`src/rtl/parity_stream_arbiter.sv`:
```
// Packet-level weighted round-robin merge of the even/odd parity classes into a
// single registered AXI-Stream, with tuser marking the source class of each beat.
module parity_stream_arbiter #(
  parameter int DATA_W      = 8,
  parameter int EVEN_WEIGHT = 1,
  parameter int ODD_WEIGHT  = 1,
  parameter int CNT_W       = 16
) (
  input  logic              a_clk,
  input  logic              axis_aresetn,
  input  logic              axis_s_tvalid_even,
  output logic              axis_s_tready_even,
  input  logic [DATA_W-1:0] axis_s_tdata_even,
  input  logic              axis_s_tlast_even,
  input  logic              axis_s_tvalid_odd,
  output logic              axis_s_tready_odd,
  input  logic [DATA_W-1:0] axis_s_tdata_odd,
  input  logic              axis_s_tlast_odd,
  output logic              axis_m_tvalid,
  input  logic              axis_m_tready,
  output logic [DATA_W-1:0] axis_m_tdata,
  output logic              axis_m_tlast,
  output logic              axis_m_tuser,
  output logic              busy,
  output logic [CNT_W-1:0]  pkt_cnt_even,
  output logic [CNT_W-1:0]  pkt_cnt_odd
);

  typedef enum logic [1:0] {IDLE, GRANT_EVEN, GRANT_ODD} state_t;

  localparam logic [3:0]       EVEN_W  = 4'(EVEN_WEIGHT);
  localparam logic [3:0]       ODD_W   = 4'(ODD_WEIGHT);
  localparam logic [CNT_W-1:0] CNT_ONE = CNT_W'(1);

  state_t             state_q, state_d;
  logic               pref_odd_q, pref_odd_d;
  logic [3:0]         wcnt_q, wcnt_d;
  logic               m_valid_q, m_valid_d;
  logic [DATA_W-1:0]  m_data_q, m_data_d;
  logic               m_last_q, m_last_d;
  logic               m_user_q, m_user_d;
  logic [CNT_W-1:0]   cnt_even_q, cnt_even_d;
  logic [CNT_W-1:0]   cnt_odd_q, cnt_odd_d;

  logic               slot_free, grant_odd, accept, acc_last, drain;
  logic [DATA_W-1:0]  acc_data;
  logic [3:0]         grant_weight, wcnt_inc;

  // The slice can take a beat when empty or when it is being drained this cycle.
  assign slot_free          = !m_valid_q || axis_m_tready;
  assign grant_odd          = (state_q == GRANT_ODD);
  assign axis_s_tready_even = axis_aresetn && (state_q == GRANT_EVEN) && slot_free;
  assign axis_s_tready_odd  = axis_aresetn && grant_odd && slot_free;

  assign accept   = grant_odd ? (axis_s_tvalid_odd && axis_s_tready_odd)
                              : (axis_s_tvalid_even && axis_s_tready_even);
  assign acc_data = grant_odd ? axis_s_tdata_odd : axis_s_tdata_even;
  assign acc_last = grant_odd ? axis_s_tlast_odd : axis_s_tlast_even;
  assign drain    = m_valid_q && axis_m_tready;

  assign grant_weight = grant_odd ? ODD_W : EVEN_W;
  assign wcnt_inc     = wcnt_q + 4'd1;

  always_comb begin
    state_d    = state_q;
    pref_odd_d = pref_odd_q;
    wcnt_d     = wcnt_q;
    m_valid_d  = m_valid_q;
    m_data_d   = m_data_q;
    m_last_d   = m_last_q;
    m_user_d   = m_user_q;
    cnt_even_d = cnt_even_q;
    cnt_odd_d  = cnt_odd_q;

    case (state_q)
      IDLE: begin
        if (axis_s_tvalid_even && axis_s_tvalid_odd)
          state_d = pref_odd_q ? GRANT_ODD : GRANT_EVEN;
        else if (axis_s_tvalid_even)
          state_d = GRANT_EVEN;
        else if (axis_s_tvalid_odd)
          state_d = GRANT_ODD;
      end
      GRANT_EVEN, GRANT_ODD: begin
        // A finished packet from the non-preferred class restarts the weight run.
        if (accept && acc_last) begin
          state_d = IDLE;
          if (grant_odd == pref_odd_q) begin
            if (wcnt_inc == grant_weight) begin
              pref_odd_d = !pref_odd_q;
              wcnt_d     = 4'd0;
            end else begin
              wcnt_d = wcnt_inc;
            end
          end else begin
            wcnt_d = 4'd0;
          end
        end
      end
      default: state_d = IDLE;
    endcase

    if (accept) begin
      m_valid_d = 1'b1;
      m_data_d  = acc_data;
      m_last_d  = acc_last;
      m_user_d  = grant_odd;
    end else if (drain) begin
      m_valid_d = 1'b0;
    end

    if (drain && m_last_q) begin
      if (m_user_q) cnt_odd_d  = cnt_odd_q + CNT_ONE;
      else          cnt_even_d = cnt_even_q + CNT_ONE;
    end
  end

  always_ff @(posedge a_clk) begin
    if (!axis_aresetn) begin
      state_q    <= IDLE;
      pref_odd_q <= 1'b0;
      wcnt_q     <= 4'd0;
      m_valid_q  <= 1'b0;
      m_data_q   <= '0;
      m_last_q   <= 1'b0;
      m_user_q   <= 1'b0;
      cnt_even_q <= '0;
      cnt_odd_q  <= '0;
    end else begin
      state_q    <= state_d;
      pref_odd_q <= pref_odd_d;
      wcnt_q     <= wcnt_d;
      m_valid_q  <= m_valid_d;
      m_data_q   <= m_data_d;
      m_last_q   <= m_last_d;
      m_user_q   <= m_user_d;
      cnt_even_q <= cnt_even_d;
      cnt_odd_q  <= cnt_odd_d;
    end
  end

  assign axis_m_tvalid = m_valid_q;
  assign axis_m_tdata  = m_data_q;
  assign axis_m_tlast  = m_last_q;
  assign axis_m_tuser  = m_user_q;
  assign busy          = (state_q != IDLE);
  assign pkt_cnt_even  = cnt_even_q;
  assign pkt_cnt_odd   = cnt_odd_q;

endmodule

```
`config.mk`:
```
export PLATFORM = sky130hd
export DESIGN_NAME = parity_stream_arbiter
export DESIGN_NICKNAME = d
export VERILOG_FILES = /design/src/rtl/parity_stream_arbiter.sv
export SDC_FILE = /design/constraint.sdc
export NUM_CORES = 1
export LEC_CHECK = 0
export CAP_MARGIN = 10
export CORE_MARGIN = 8
export CORE_UTILIZATION = 47
export CTS_CLUSTER_SIZE = 12
export DETAILED_ROUTE_END_ITERATION = 16
export GPL_ROUTABILITY_DRIVEN = 0
export PLACE_DENSITY = 0.79
export SYNTH_ARGS = -nofsm -noshare
export SYNTH_HDL_FRONTEND = slang
export SYNTH_SLANG_ARGS = --single-unit
```
`constraint.sdc`:
```
create_clock -name a_clk -period 2.03 [get_ports a_clk]
set_input_delay 0.3045 -clock a_clk [delete_from_list [all_inputs] [get_ports a_clk]]
set_output_delay 0.3045 -clock a_clk [all_outputs]
set_load 0.1 [all_outputs]
```
==> results of run 1 <==
[power breakdown]
group	internal, mW	leakage [nW]	switching, mW
Combinational	0.317	0.836	0.636
Sequential	1.03	0.416	0.0376
Clock	0.244	0.0452	0.325
[final cells by class]
class | count | share of cell area
tap | 67 | 0.0258
multi-input combinational | 201 | 0.396
sequential | 50 | 0.320
clock inverter | 2 | 0.00424
clock buffer | 6 | 0.0224
inverter | 10 | 0.0116
timing repair buffer | 83 | 0.220
[state kept, by name (all words and copies together) (netlist names)]
signal and cells:
axis_m_tdata 8, wcnt_q 4, pref_odd_q 1, pkt_cnt_even 16, axis_m_tuser 1, axis_m_tlast 1
axis_m_tvalid 1, pkt_cnt_odd 16, state_q 2
[kinds of logic (layout without fill, tap and decap cells)]
family          Yosys count  in the layout  share of synthesized area
flops                    50             50                      0.425
buf+inv                  19            101                     0.0314
fa+ha+maj                 7              7                     0.0372
compound gates           26             26                     0.0718
mux                      13             13                     0.0558
simple gates            125            125                      0.267
xor+xnor                 30             30                      0.112
[cells in the mapped netlist (2+ instances only)]
master | number | area [um2]
nand2_1 | 26 | 97.6
inv_1 | 9 | 33.8
and4_1 | 5 | 43.8
dfxtp_1 | 50 | 1000
nor2b_1 | 2 | 12.5
and3_1 | 3 | 18.8
a21oi_1 | 8 | 40.0
or3_1 | 3 | 18.8
o21ai_0 | 5 | 25.0
nand4_1 | 10 | 62.6
nor2_1 | 43 | 161
a32o_1 | 2 | 20.0
xnor2_1 | 18 | 158
nand3_1 | 14 | 70.1
nor3_1 | 5 | 25.0
and2_1 | 2 | 12.5
xor2_1 | 12 | 105
a211oi_1 | 8 | 60.1
nor4_1 | 2 | 12.5
mux2i_1 | 12 | 120
clkbuf_1 | 7 | 26.3
or2_2 | 2 | 12.5
ha_1 | 7 | 87.6
[final timing paths]
| kind | start | to |
|---|---|---|
| max | axis_m_tready | axis_s_tready_odd |
| min | state_q[0] | state_q[0] |
| max reg2reg | pkt_cnt_even[0] | pkt_cnt_even[12] |
| min reg2reg | state_q[0] | state_q[0] |
[worst max-delay path: cells and delay by family]
| kind | cells | cell delay, ns |
|---|---|---|
| buf+inv | 4 | 0.72 |
| simple gates | 2 | 0.57 |
[routing by layer]
metal	vias to the layer above	share of wire	global-route usage
met5	-	0	0
met4	0	0.0037	0.0329
met3	2	0.074	0.0548
met2	54	0.50	0.269
met1	961	0.42	0.155
li1	1085	-	-
[per-stage QoR]
step | instance area (um2) | worst slack (ns) | utilization | hold slack (ns) | std cells
finish | 3240 | 0.123 | 0.678 | 0.488 | 419
global route | 3240 | 0.0549 | 0.678 | 0.492 | 419
CTS | 3240 | 0.125 | 0.678 | 0.489 | 419
detailed placement | 3160 | -0.175 | 0.660 | 0.476 | 411
global placement | 3160 | -0.112 | 0.660 | 0.473 | 411
floorplan | 2390 | 0.0180 | - | 0.451 | 270
[timing repair]
action                                  CTS  global route
hold endpoints to repair                  0             0
gates resized for setup                   1             0
endpoints found under the setup margin    2             0
==> flow_summary.ini, run 1 <==
[floorplanning]
start_util = 0.492
rows = 25
core_region_area_mm2 = 0.00479
die_area_mm2 = 0.00753
die_w_um = 86.8
die_h_um = 86.8
io_pins = 69

[detailed_routing]
vias = 2102
wire_per_inst_um = 12.9
drtIter0Drc = 60
first_pass_iters = 4
vias_per_cell = 5.02
drc_errors = 0
totalWireLength_um = 5410
detail-route-antenna-nets = 0

[layout]
antenna_cells = 0
final_common_cell = buf_4
regArea_mm2 = 0.00104
mostFrequentLayoutCells = buf_4, nor2_1, dfxtp_1, nand2_1, clkdlybuf4s50_1
multi_input_area_mm2 = 0.00128
fill_cells = 425
nets = 381
drive_gt1_frac = 0.278
area_growth_pct = 37.8

[global_routing]
grt_antenna_before_repair = 0
grt_use_total = 0.147
grt_pass1_vias = 2091
grt_max_degree = 18
grt_pass1_wl_um = 9140
grt-ovfl-total = 0

[sta]
drv_slew = 0
maxSlewHeadroom = 0.764
skew_ns = 0.00798
hold_violations = 0
setup_viol = 0
tns_ns = 0
fin_crit_sh = 0.939
fmax_ghz = 0.524
max_slew.worst_pin.slew_ns = 0.352
min_period_ns = 1.91
rsz0062_at_grt = false

[logic_synthesis]
syn-num-nets = 300
synth-edff-count = 0
synth_seq_area_share = 0.425
syn_area_per_cell_um2 = 8.72
ys_types = 38
netlist_area_mm2 = 0.00235
ys_seq_elements = 50
async_flop_share = 0
synth_ff_type = dfxtp_1
ys_warn_count = 0
synth_cells = 270

[setup_path]
worst-setup-path-type = input pin to output pin
required_ns = 1.73
crit_path_max_fanout = 5
worst_r2r_path_depth = 5
cp_slowest_cell = or2b_2
r2r_slack_ns = 0.16
critPathCaptureType = output pin
arrival_ns = 1.60
cpMostUsedCell = buf_4
max_stage_delay_ns = 0.33
path_cells = dlygate4sd2_1 -> buf_4 -> or2b_2 -> and3_2 -> buf_4 -> buf_12
startpoint_type = input pin

[cts]
cts_buffer_depth = 2
cts_root_buf = clkbuf_8
cts-htree-levels = 2
cts.clk_slew.worst_paths_ns = 0.09
cts_inserted_buffers = 5
clock-sinks = 50
clk_latency_ns = 0.30
post_cts.repair.setup_buffers = 0
ctsHoldBuffers = 0
cts_tree = done

[power_and_ir_drop]
cellPowerDensity_mw_per_mm2 = 798
vdd_ir_drop_max_uv = 652
total_power_mw = 2.59
p_leak_nw = 1.30

[run_status]
run_status = finished clean

[worst_hold_path]
whs_path_depth = 2
min_path_type = flop to flop

[place]
hpwlAfterDp_um = 4320
port_buffers = 68

[run]
cap_violations = 0
Note: power is estimated with default switching activity, not from simulation.
==> run 2: changes to the inputs <==
--- a/config.mk
+++ b/config.mk
@@ -12,6 +12,7 @@
 export DETAILED_ROUTE_END_ITERATION = 16
 export GPL_ROUTABILITY_DRIVEN = 0
 export PLACE_DENSITY = 0.79
+export SLEW_MARGIN = 20
 export SYNTH_ARGS = -nofsm -noshare
 export SYNTH_HDL_FRONTEND = slang
 export SYNTH_SLANG_ARGS = --single-unit
==> results of run 2 <==
No change in the layout: final DEF, timing and power equal those of run 1.
